File: src/rtl/gf180mcu_osu_sc_gp9t3v3__mon_pkg.sv
`default_nettype none
// ============================================================================
// Module : gf180mcu_osu_sc_gp9t3v3__mon_pkg
// Purpose: Shared definitions for the buffer-chain delay monitor.
//          Holds the FSM state encoding and the legal synchronizer depth
//          range, with a helper that keeps a requested depth inside it.
// Ports  : (package, none)
// Rev    : 1.0  initial release
// ============================================================================
package gf180mcu_osu_sc_gp9t3v3__mon_pkg;

  typedef enum logic [1:0] {
    ST_IDLE   = 2'd0,
    ST_LAUNCH = 2'd1,
    ST_WAIT   = 2'd2,
    ST_REPORT = 2'd3
  } mon_state_t;

  localparam int SYNC_STAGES_MIN = 2;
  localparam int SYNC_STAGES_MAX = 4;

  // Out-of-range depths are pulled to the nearest legal value so the
  // synchronizer is never built with fewer than two flops.
  function automatic int sync_stages_clamp(input int n);
    if (n < SYNC_STAGES_MIN) return SYNC_STAGES_MIN;
    if (n > SYNC_STAGES_MAX) return SYNC_STAGES_MAX;
    return n;
  endfunction

endpackage
`default_nettype wire

File: src/rtl/gf180mcu_osu_sc_gp9t3v3__sync_n.sv
`default_nettype none
// ============================================================================
// Module : gf180mcu_osu_sc_gp9t3v3__sync_n
// Purpose: N-flop synchronizer for a single asynchronous level.
// Ports  : clk  - sampling clock
//          rst  - asynchronous active-high reset, clears every stage
//          d    - asynchronous input level
//          q    - synchronized level (STAGES clk edges of latency)
// Rev    : 1.0  initial release
// ============================================================================
module gf180mcu_osu_sc_gp9t3v3__sync_n
  import gf180mcu_osu_sc_gp9t3v3__mon_pkg::*;
#(
  parameter int STAGES = 2
) (
  input  logic clk,
  input  logic rst,
  input  logic d,
  output logic q
);

  localparam int N = sync_stages_clamp(STAGES);

  logic [N-1:0] ff;

  always_ff @(posedge clk or posedge rst) begin
    if (rst) begin
      ff <= '0;
    end else begin
      ff <= {ff[N-2:0], d};
    end
  end

  assign q = ff[N-1];

endmodule
`default_nettype wire

File: src/rtl/gf180mcu_osu_sc_gp9t3v3__bufchain_mon.sv
`default_nettype none
// ============================================================================
// Module : gf180mcu_osu_sc_gp9t3v3__bufchain_mon
// Purpose: Measures the round-trip delay of an external buffer chain in CLK
//          cycles. Each measurement toggles LAUNCH once and counts cycles
//          until the synchronized ECHO matches the new LAUNCH level, or
//          gives up at MAX_CYC.
// Ports  : CLK     - clock, rising edge
//          R       - asynchronous active-high reset
//          START   - request a measurement (only honoured in IDLE)
//          ECHO    - far end of the chain, asynchronous to CLK
//          LAUNCH  - level driven into the chain
//          BUSY    - high whenever the FSM is not IDLE
//          DONE    - one-cycle pulse when COUNT/TIMEOUT are updated
//          COUNT   - measured delay in CLK cycles
//          TIMEOUT - last measurement ran out without an echo
// Rev    : 1.0  initial release
// ============================================================================
module gf180mcu_osu_sc_gp9t3v3__bufchain_mon
  import gf180mcu_osu_sc_gp9t3v3__mon_pkg::*;
#(
  parameter int CNT_W       = 8,
  parameter int SYNC_STAGES = 2,
  parameter int MAX_CYC     = 255
) (
  input  logic             CLK,
  input  logic             R,
  input  logic             START,
  input  logic             ECHO,
  output logic             LAUNCH,
  output logic             BUSY,
  output logic             DONE,
  output logic [CNT_W-1:0] COUNT,
  output logic             TIMEOUT
);

  localparam logic [CNT_W-1:0] MAX_CNT = CNT_W'(MAX_CYC);

  mon_state_t       state, state_next;
  logic [CNT_W-1:0] counter, counter_next;
  logic [CNT_W-1:0] count_q, count_next;
  logic             launch_q, launch_next;
  logic             timeout_q, timeout_next;
  logic             sync_echo;

  gf180mcu_osu_sc_gp9t3v3__sync_n #(
    .STAGES(SYNC_STAGES)
  ) u_echo_sync (
    .clk(CLK),
    .rst(R),
    .d  (ECHO),
    .q  (sync_echo)
  );

  always_ff @(posedge CLK or posedge R) begin
    if (R) begin
      state     <= ST_IDLE;
      counter   <= '0;
      count_q   <= '0;
      launch_q  <= 1'b0;
      timeout_q <= 1'b0;
    end else begin
      state     <= state_next;
      counter   <= counter_next;
      count_q   <= count_next;
      launch_q  <= launch_next;
      timeout_q <= timeout_next;
    end
  end

  always_comb begin
    state_next   = state;
    counter_next = counter;
    count_next   = count_q;
    launch_next  = launch_q;
    timeout_next = timeout_q;
    case (state)
      ST_IDLE: begin
        if (START) state_next = ST_LAUNCH;
      end
      ST_LAUNCH: begin
        launch_next  = ~launch_q;
        counter_next = '0;
        state_next   = ST_WAIT;
      end
      ST_WAIT: begin
        // The echo check comes first so a match on the last allowed cycle
        // is still reported as a valid measurement, not a timeout.
        if (sync_echo == launch_q) begin
          count_next   = counter;
          timeout_next = 1'b0;
          state_next   = ST_REPORT;
        end else if (counter == MAX_CNT) begin
          count_next   = MAX_CNT;
          timeout_next = 1'b1;
          state_next   = ST_REPORT;
        end else begin
          counter_next = counter + 1'b1;
        end
      end
      ST_REPORT: begin
        state_next = ST_IDLE;
      end
      default: begin
        state_next = ST_IDLE;
      end
    endcase
  end

  // Status outputs decode the state register only, so nothing from an
  // input reaches an output without passing through a flop.
  assign BUSY    = (state != ST_IDLE);
  assign DONE    = (state == ST_REPORT);
  assign LAUNCH  = launch_q;
  assign COUNT   = count_q;
  assign TIMEOUT = timeout_q;

endmodule
`default_nettype wire

File: config.mk
export PLATFORM = sky130hd
export DESIGN_NAME = gf180mcu_osu_sc_gp9t3v3__bufchain_mon
export DESIGN_NICKNAME = d
export VERILOG_FILES = /design/src/rtl/gf180mcu_osu_sc_gp9t3v3__mon_pkg.sv /design/src/rtl/gf180mcu_osu_sc_gp9t3v3__sync_n.sv /design/src/rtl/gf180mcu_osu_sc_gp9t3v3__bufchain_mon.sv
export SDC_FILE = /design/constraint.sdc
export NUM_CORES = 1
export LEC_CHECK = 0
export ABC_AREA = 1
export BUFFER_PORTS_ARGS = -buffer_cell sky130_fd_sc_hd__clkbuf_2
export CAP_MARGIN = 5
export CORE_ASPECT_RATIO = 1.25
export CORE_MARGIN = 2
export CORE_UTILIZATION = 50
export CTS_CLUSTER_SIZE = 28
export DETAILED_ROUTE_END_ITERATION = 10
export PLACE_DENSITY_LB_ADDON = 0.08
export SLEW_MARGIN = 20
export SYNTH_ARGS = -nofsm -noshare
export SYNTH_HDL_FRONTEND = slang
export SYNTH_SLANG_ARGS = --single-unit
File: constraint.sdc
create_clock -name CLK -period 1.7 [get_ports CLK]
set_input_delay 0.51 -clock CLK [delete_from_list [all_inputs] [get_ports CLK]]
set_output_delay 0.51 -clock CLK [all_outputs]
set_load 0.005 [all_outputs]
After elaboration in Yosys (flattened, before gate mapping)

Index checks and enable logic that the tools add are counted.

Add/sub/neg operators: 1
Equal/unequal tests: 9
Reduce and logical (&&, ||, !) cells: 7
Bitwise gates (word level): 1
Multiplexer cells: 11

Operator list:

| operator            | count |
|---|---|
| $mux 8              | 4 |
| $pmux 8 s2          | 1 |
| $add 8x1->8 const B | 1 |
| $eq 8x8->1 const B  | 1 |
| $pmux 2 s4          | 1 |
| $mux 2              | 3 |
| $ne 2x2->1 const B  | 3 |
| $reduce_bool 2->1   | 3 |
| $eq 2x2->1 const B  | 2 |
| $reduce_and 2->1    | 2 |
| $ne 3x3->1 const B  | 1 |
| $reduce_and 3->1    | 1 |
| $eq 2x1->1 const B  | 1 |
| $logic_not 2->1     | 1 |
| $mux 1              | 2 |
| $eq 1x1->1          | 1 |
| $not 1->1           | 1 |

Logic and storage cells: 35
Output and inout bits: 12
Flip-flop bits (word level): 22

Logic depth before layout (Yosys ltp)

Gate-level depths: netlist of the first run.

Word-level depth: 4
Depth in mapped cells: 8
Depth with buffers taken out: 8

Hierarchy

Synthesis of the first run repeated with hierarchy kept, for this count alone.

Cells, all modules: 139
Area, all modules: 1119.8 µm²

By module, submodules not included:

| module                                | seq. area each (µm²) | cells each | area each (µm²) | times used |
|---|---|---|---|---|
| gf180mcu_osu_sc_gp9t3v3__bufchain_mon | 500.5                | 136        | 1066.0          | 1 |
| gf180mcu_osu_sc_gp9t3v3__sync_n       | 50.0                 | 3          | 53.8            | 1 |

Least setup slack after synthesis of the first run

Ideal clock, no wire load.

Path type: reg-to-reg
From: register state[0]
To: register counter[3]
Required time: 1.583 ns
Arrival: 1.216 ns
Library setup time: 0.117 ns
Period minus slack after synthesis: 1.333 ns
Buffers on the path: 1
Setup slack: 0.367 ns
Stages on the path, launching flop included: 9
Cell sequence: dfrtp_1 inv_1 ha_1 buf_2 inv_1 nand2_1 nand2_1 nand2_1 nand2_1

Cells in the longest elaborated chain, start to end: 3
Elaborated cells on any way between the ends: 7
Those cells by class: eq/ne: 4; mux: 1; reduce/logical: 2

RTL lines:

| element                                                                 | RTL line                                    | text |
|---|---|---|
| from (decl)                                                             | gf180mcu_osu_sc_gp9t3v3__bufchain_mon.sv:39 | `mon_state_t state, state_next;` |
| from (signal assigned)                                                  | gf180mcu_osu_sc_gp9t3v3__bufchain_mon.sv:63 | `state <= state_next;` |
| $eq 2x2->1 / $eq 2x1->1 (equally long branches)                         | gf180mcu_osu_sc_gp9t3v3__bufchain_mon.sv:77 | `case (state)` |
| $ne 2x2->1 (no source line) / $reduce_bool 2->1 (equally long branches) | --                                          |  |
| $reduce_and 3->1 (no source line)                                       | --                                          |  |
| to (signal assigned)                                                    | gf180mcu_osu_sc_gp9t3v3__bufchain_mon.sv:64 | `counter <= counter_next;` |
| to (decl)                                                               | gf180mcu_osu_sc_gp9t3v3__bufchain_mon.sv:40 | `logic [CNT_W-1:0] counter, counter_next;` |

Parallel ways exist; a longest one is shown, timed or not.
A chain may end at the register's enable or synchronous reset.

Worst setup path in the final report of the first run

From: register state[1]
To: output BUSY

Cells in the longest elaborated chain, start to end: 1

RTL lines:

| element           | RTL line                                     | text |
|---|---|---|
| $reduce_bool 2->1 | gf180mcu_osu_sc_gp9t3v3__bufchain_mon.sv:112 | `assign BUSY = (state != ST_IDLE);` |
| to (decl)         | gf180mcu_osu_sc_gp9t3v3__bufchain_mon.sv:31  | `output logic BUSY,` |

Every way passes these cells.

==> out/qor.csv, run 1 <==
stage;metric;value;unit
routing;avgViaCountPerCell;4.80;
sta;slew_headroom;0.794;
die;die_height;57.4;um
die;initial_utilization;0.522;
worst_setup_path;setup.worst_path.end_class;primary output;
worst_hold_path;hold_path_class;in -> async;
worst_setup_path;cp_slowest_cell;sky130_fd_sc_hd__dfrtp_1;
pwr;p_leak;0.716;nW
place;dp_worst_setup_slack;0.140;ns
logic_synthesis;synthesis.area;1140;um2
die;site_rows;19;
logic_synthesis;synth-warning-count;0;
pwr;share_seq_of_total_power;0.428;
die;ios;16;
logic_synthesis;post-synth-top-area-fraction;0.482;
logic_synthesis;mappedNetlistNets;149;
clock_tree;cts_buffer_depth;2;
routing;drt_first_pass_iters;4;
sta;layout_worst_path_cycle_share;0.957;
logic_synthesis;synth_seq_cells;22;
worst_setup_path;worstPathRequired;1.19;ns
final_layout;layout_common_cells;sky130_fd_sc_hd__nand2_1, sky130_fd_sc_hd__dfrtp_1, sky130_fd_sc_hd__inv_1, sky130_fd_sc_hd__clkbuf_2;
pwr;ir_worst_vdd;1.26;mV
sta;tightestPinTransition;0.309;ns
logic_synthesis;synth.largest_area_cell;sky130_fd_sc_hd__dfrtp_1;
routing;detail-route-antenna-nets;0;
die;design.die.area;2690;um2
routing;drc;0;
final_layout;final_design_area_no_fill;1300;um2
sta;final_max_slew_violation_count;0;
place;place_area;1250;um2
sta;setup_viol;0;
worst_setup_path;delay_of_the_slowest_critical_path_stage;0.42;ns
worst_setup_path;ff2ff_path_depth;7;
clock_tree;path_clk_slew;0.11;ns
worst_setup_path;startpoint_class;register;
final_layout;most_common_library_cell_in_the_layout_ignoring_fill_and_taps;sky130_fd_sc_hd__nand2_1;
clock_tree;tritoncts;built;
final_layout;syn2layout_area_growth;13.5;%
routing;drt-wirelength-per-cell;10.3;um
logic_synthesis;netlist_instances;139;
place;placement.io_buffers;15;
worst_setup_path;critical_path_peak_fanout;4;
global_route;pin_count_of_the_biggest_net_entering_global_routing;23;
clock_tree;cts-buffers-inserted;3;
pwr;share_comb_of_total_power;0.451;
outcome;status;completed;
logic_synthesis;synthTopCellsByArea;sky130_fd_sc_hd__dfrtp_1, sky130_fd_sc_hd__nand2_1, sky130_fd_sc_hd__inv_1;
final_layout;post-route-util;0.593;
worst_setup_path;critical_path.cell_chain;inv_2 -> ha_4 -> inv_1 -> clkbuf_2;
routing;drt-initial-drc-count;18;
clock_tree;insertion_delay;0.30;ns
place;hpwlAfterDp;1460;um
final_layout;antenna_cells_inserted;0;
pwr;power.share.clock;0.121;
sta;fin_hold_ws;0.192;ns
sta;final.setup_skew;0.00120;ns
pwr;netSwitchingFraction;0.394;
clock_tree;cts_hold_buf;0;
die;core_area;2190;um2
sta;final-hold-violation-count;0;
pwr;switchingPower;0.000746;W
sta;final_critical_path_setup_slack;0.0739;ns
routing;dr_total_vias;908;
final_layout;design.final.nets;170;
global_route;grt_first_pass_wirelength;3360;um
logic_synthesis;synth_seq_area_share;0.482;
final_layout;share_of_cells_above_drive_strength_1;0.215;
sta;layout_min_cycle_time;1.63;ns
clock_tree;h_tree_lvl_count;1;
sta;rsz0062_at_grt;false;
run;maxCapViolCount;0;
place;place_congestion;0.872;
global_route;global_route.usage.total;0.171;
global_route;initial_antenna_violation_count;0;
die;die-width;46.8;um
worst_setup_path;timing.setup.critical_path_class;reg -> out;
clock_tree;tritoncts_num_sinks;22;
global_route;grt_pass1_vias;798;
sta;fmax;615;MHz
sta;finalSetupTns;0;ns
clock_tree;cts-root-buf;sky130_fd_sc_hd__clkbuf_4;
worst_setup_path;cp.arrival;1.12;ns
routing;route.final.wire_length;1950;um
pwr;power_density;1460;nW/um2
pwr;p_int;0.00115;W
logic_synthesis;synth_cell_types;19;
logic_synthesis;post_synth.cell_area_avg;8.22;um2
global_route;grt_remaining_overflow;0;
power by group through the flow:
stage | clock network, W | registers (W) | logic (W)
6_report | 0.000229 | 0.000812 | 0.000855
3_3_place_gp | 0 | 0.000815 | 0.000809
4_1_cts | 0.000239 | 0.000811 | 0.000821
2_1_floorplan | 0 | 0.000827 | 0.000556
3_5_place_dp | 0 | 0.000822 | 0.000818
5_1_grt | 0.000264 | 0.000837 | 0.000995
stage by stage:
stage | instances | power [W]
final | 189 | 0.00190
after global routing | 189 | 0.00210
after CTS | 188 | 0.00187
after detailed placement | 185 | 0.00164
after global placement | 185 | 0.00162
after floorplan | 139 | 0.00138
cell usage after synthesis:
cell type,n
sky130_fd_sc_hd__a21oi_1,9
sky130_fd_sc_hd__nand3_4,1
sky130_fd_sc_hd__a21boi_1,1
sky130_fd_sc_hd__ha_1,6
sky130_fd_sc_hd__xor2_1,1
sky130_fd_sc_hd__o21ai_0,3
sky130_fd_sc_hd__buf_8,1
sky130_fd_sc_hd__buf_2,1
sky130_fd_sc_hd__nand3b_1,2
sky130_fd_sc_hd__o21ai_1,1
sky130_fd_sc_hd__dfrtp_1,22
sky130_fd_sc_hd__nand2_2,4
sky130_fd_sc_hd__inv_1,21
sky130_fd_sc_hd__nand2_1,33
sky130_fd_sc_hd__o21bai_1,1
sky130_fd_sc_hd__or2_2,2
sky130_fd_sc_hd__nor2_1,14
sky130_fd_sc_hd__nand3_1,14
sky130_fd_sc_hd__nor2_2,2
final cells by class:
type / count / area (um2)
clock buffers: 3 / 22.5
inverters: 21 / 78.8
multi-input cells: 94 / 508
well taps: 31 / 38.8
fillers: 224 / 891
repair buffers: 18 / 97.6
flip-flops and latches: 22 / 551
critical path: cells and delay by family (launching register included):
family	cells	cell delay (ns)
adder cells (fa/ha/maj)	1	0.15
buffers and inverters	3	0.23
flip-flops	1	0.42
kinds of logic (layout without fill, tap and decap cells):
group,count (synthesis),count (layout),synth area share
XOR/XNOR,1,1,0.00767
buffers and inverters,23,42,0.0865
adder cells (fa/ha/maj),6,6,0.0657
AND/OR/NAND/NOR,72,72,0.288
AO/OA/AOI/OAI,15,15,0.0701
flip-flops,22,22,0.482
what timing repair did:
item                                    CTS  global route
setup buffers                             0             1
endpoints found under the setup margin    0             5
gates resized for setup                   0             5
registers in the layout, indices dropped and copies added (netlist names):
register        flops
TIMEOUT             1
counter             8
COUNT               8
LAUNCH              1
state               2
u_echo_sync.ff      2
worst paths after layout:
kind / startpoint / endpoint / slack, ns
max: state[1] / BUSY / 0.07
min: R / TIMEOUT / 0.19
max reg2reg: state[0] / counter[3] / 0.21
min reg2reg: u_echo_sync.ff[0] / u_echo_sync.ff[1] / 0.36
max in group asynchronous: R / LAUNCH / 1.29
min in group CLK: ECHO / u_echo_sync.ff[0] / 0.31
layer usage:
layer | part of all wire | track usage | vias up
li1 | - | - | 472
met1 | 0.44 | 0.227 | 409
met2 | 0.49 | 0.266 | 21
met3 | 0.034 | 0.0285 | 6
met4 | 0.027 | 0.0833 | 0
met5 | 0 | 0 | -
Note: power is estimated with default switching activity, not from simulation.
==> run 2: changes to the inputs <==
==> constraint.sdc (replaced) <==
create_clock -name CLK -period 1.7 [get_ports CLK]
set_input_delay 0.51 -clock CLK [delete_from_list [all_inputs] [get_ports CLK]]
set_output_delay 0.51 -clock CLK [all_outputs]
set_load 0.1 [all_outputs]
==> run 2 against run 1 <==
The flow now finishes with violations (setup timing). Core utilization increased by 3.7 points. Design area increased by 6.3%. Final cell count increased by 1.1%. Hold slack got worse by 0.0028 ns. Non-clock buffer count increased by 1. Global-route usage increased by 1.2 points. Critical path depth unchanged. Fmax decreased by 7.4%. Critical endpoint unchanged. Highest routed layer unchanged.
==> out/qor.csv, run 2 (synthesis gave the netlist of run 1 again) <==
stage;metric;value;unit
die;ios;16;
routing;route.final.wire_length;2020;um
die;design.die.area;2690;um2
worst_setup_path;timing.setup.critical_path_class;reg -> out;
sta;fmax;569;MHz
clock_tree;h_tree_lvl_count;1;
place;hpwlAfterDp;1480;um
clock_tree;cts_buffer_depth;2;
place;placement.io_buffers;15;
sta;final_max_slew_violation_count;0;
worst_setup_path;startpoint_class;register;
final_layout;share_of_cells_above_drive_strength_1;0.238;
outcome;violations;setup timing;
sta;slew_headroom;0.644;
clock_tree;cts-buffers-inserted;3;
worst_setup_path;setup.worst_path.end_class;primary output;
worst_setup_path;ff2ff_path_depth;8;
clock_tree;path_clk_slew;0.12;ns
routing;drt_first_pass_iters;4;
sta;rsz0062_at_grt;true;
sta;setup_viol;1;
routing;avgViaCountPerCell;4.69;
routing;detail-route-antenna-nets;0;
final_layout;layout_common_cells;sky130_fd_sc_hd__nand2_1, sky130_fd_sc_hd__dfrtp_1, sky130_fd_sc_hd__inv_1, sky130_fd_sc_hd__nand3_1, sky130_fd_sc_hd__nor2_1;
die;site_rows;19;
global_route;grt_remaining_overflow;0;
routing;drt-wirelength-per-cell;10.6;um
routing;drt-initial-drc-count;8;
worst_setup_path;rrSetupSlack;0.14;ns
worst_setup_path;rr_startpoint;state[0];
sta;tightestPinTransition;0.536;ns
run;maxCapViolCount;0;
global_route;grt_pass1_vias;868;
final_layout;post-route-util;0.630;
clock_tree;cts-root-buf;sky130_fd_sc_hd__clkbuf_4;
clock_tree;tritoncts_num_sinks;22;
clock_tree;tritoncts;built;
place;dp_worst_setup_slack;0.140;ns
worst_setup_path;cp.arrival;1.25;ns
worst_setup_path;worstPathRequired;1.19;ns
final_layout;antenna_cells_inserted;0;
sta;final_critical_path_setup_slack;-0.0567;ns
worst_setup_path;critical_path_peak_fanout;4;
die;core_area;2190;um2
sta;layout_min_cycle_time;1.76;ns
place;place_congestion;0.789;
routing;drc;0;
worst_setup_path;r2r-end;counter[2];
die;initial_utilization;0.522;
global_route;pin_count_of_the_biggest_net_entering_global_routing;23;
global_route;global_route.usage.total;0.183;
clock_tree;insertion_delay;0.31;ns
final_layout;most_common_library_cell_in_the_layout_ignoring_fill_and_taps;sky130_fd_sc_hd__nand2_1;
global_route;grt_first_pass_wirelength;3530;um
outcome;status;complete, but fails checks;
routing;dr_total_vias;895;
final_layout;design.final.nets;171;
global_route;initial_antenna_violation_count;0;
sta;layout_worst_path_cycle_share;1.03;
sta;finalSetupTns;-0.0567;ns
final_layout;syn2layout_area_growth;20.6;%
die;die-width;46.8;um
sta;final-hold-violation-count;0;
die;die_height;57.4;um
sta;final.setup_skew;0.00194;ns
worst_hold_path;hold_path_class;in -> async;
## run 2: cell count changes in the layout (fill, tap and decap cells not counted)
cell                         delta
sky130_fd_sc_hd__clkbuf_2      -11
sky130_fd_sc_hd__buf_4         +10
sky130_fd_sc_hd__buf_12         +2
sky130_fd_sc_hd__clkbuf_8       +1
sky130_fd_sc_hd__clkinvlp_4     +1
sky130_fd_sc_hd__dfrtp_1        -1
sky130_fd_sc_hd__dfrtp_2        +1
sky130_fd_sc_hd__inv_1          -1
sky130_fd_sc_hd__or2_2          -1
sky130_fd_sc_hd__or2_4          +1
## run 2: cell type report
cell class | count | area, um2
fillers | 201 | 810
flip-flops and latches | 22 | 552
inverters | 21 | 82.6
repair buffers | 19 | 158
well taps | 31 | 38.8
multi-input cells | 94 | 510
clock buffers | 4 | 36.3
## run 2: worst max-delay path by stage
stage | start | to | slack, ns | depth (start not counted)
after global placement | state[0] | counter[2] | 0.17 | 7
after global routing | state[0] | BUSY | -0.12 | 4
final | state[0] | BUSY | -0.06 | 4
after floorplan | state[0] | DONE | 0.01 | 1
after detailed placement | state[0] | counter[2] | 0.14 | 7
after CTS | state[0] | BUSY | -0.06 | 4
## run 2: metal layers
| layer | share of wire | track usage | vias to the layer above | routed length (um) |
|---|---|---|---|---|
| met5 | 0 | 0 | - | 0 |
| met4 | 0.023 | 0.0952 | 0 | 47 |
| met3 | 0.027 | 0.0316 | 5 | 54 |
| met2 | 0.50 | 0.304 | 17 | 1000 |
| met1 | 0.45 | 0.219 | 400 | 911 |
| li1 | - | - | 473 | - |
## run 2: metrics by stage
stage | cell area, um2 | std cells | hold WS (ns)
2_1_floorplan | 1160 | 139 | 0.331
3_3_place_gp | 1320 | 184 | 0.332
3_5_place_dp | 1320 | 184 | 0.344
4_1_cts | 1370 | 190 | 0.195
5_1_grt | 1380 | 191 | 0.227
6_report | 1380 | 191 | 0.189
## run 2: what timing repair did
| action | 4_1_cts | 5_1_grt |
|---|---|---|
| buffers inserted | 2 | 1 |
| endpoints found under the setup margin | 1 | 15 |
| hold endpoints to repair | 0 | 0 |
| hold buffers | 0 | 0 |
| resized for setup | 0 | 1 |
## run 2: critical path, stage by stage, from the launching register on
cell,delay [ns]
sky130_fd_sc_hd__dfrtp_1,0.44
sky130_fd_sc_hd__inv_2,0.09
sky130_fd_sc_hd__ha_4,0.14
sky130_fd_sc_hd__clkinvlp_4,0.09
sky130_fd_sc_hd__buf_12,0.17
Power of run 2 is left out: the tool's default activity adds up to more than one toggle a clock period on the data nets, which glitch-free logic cannot reach.
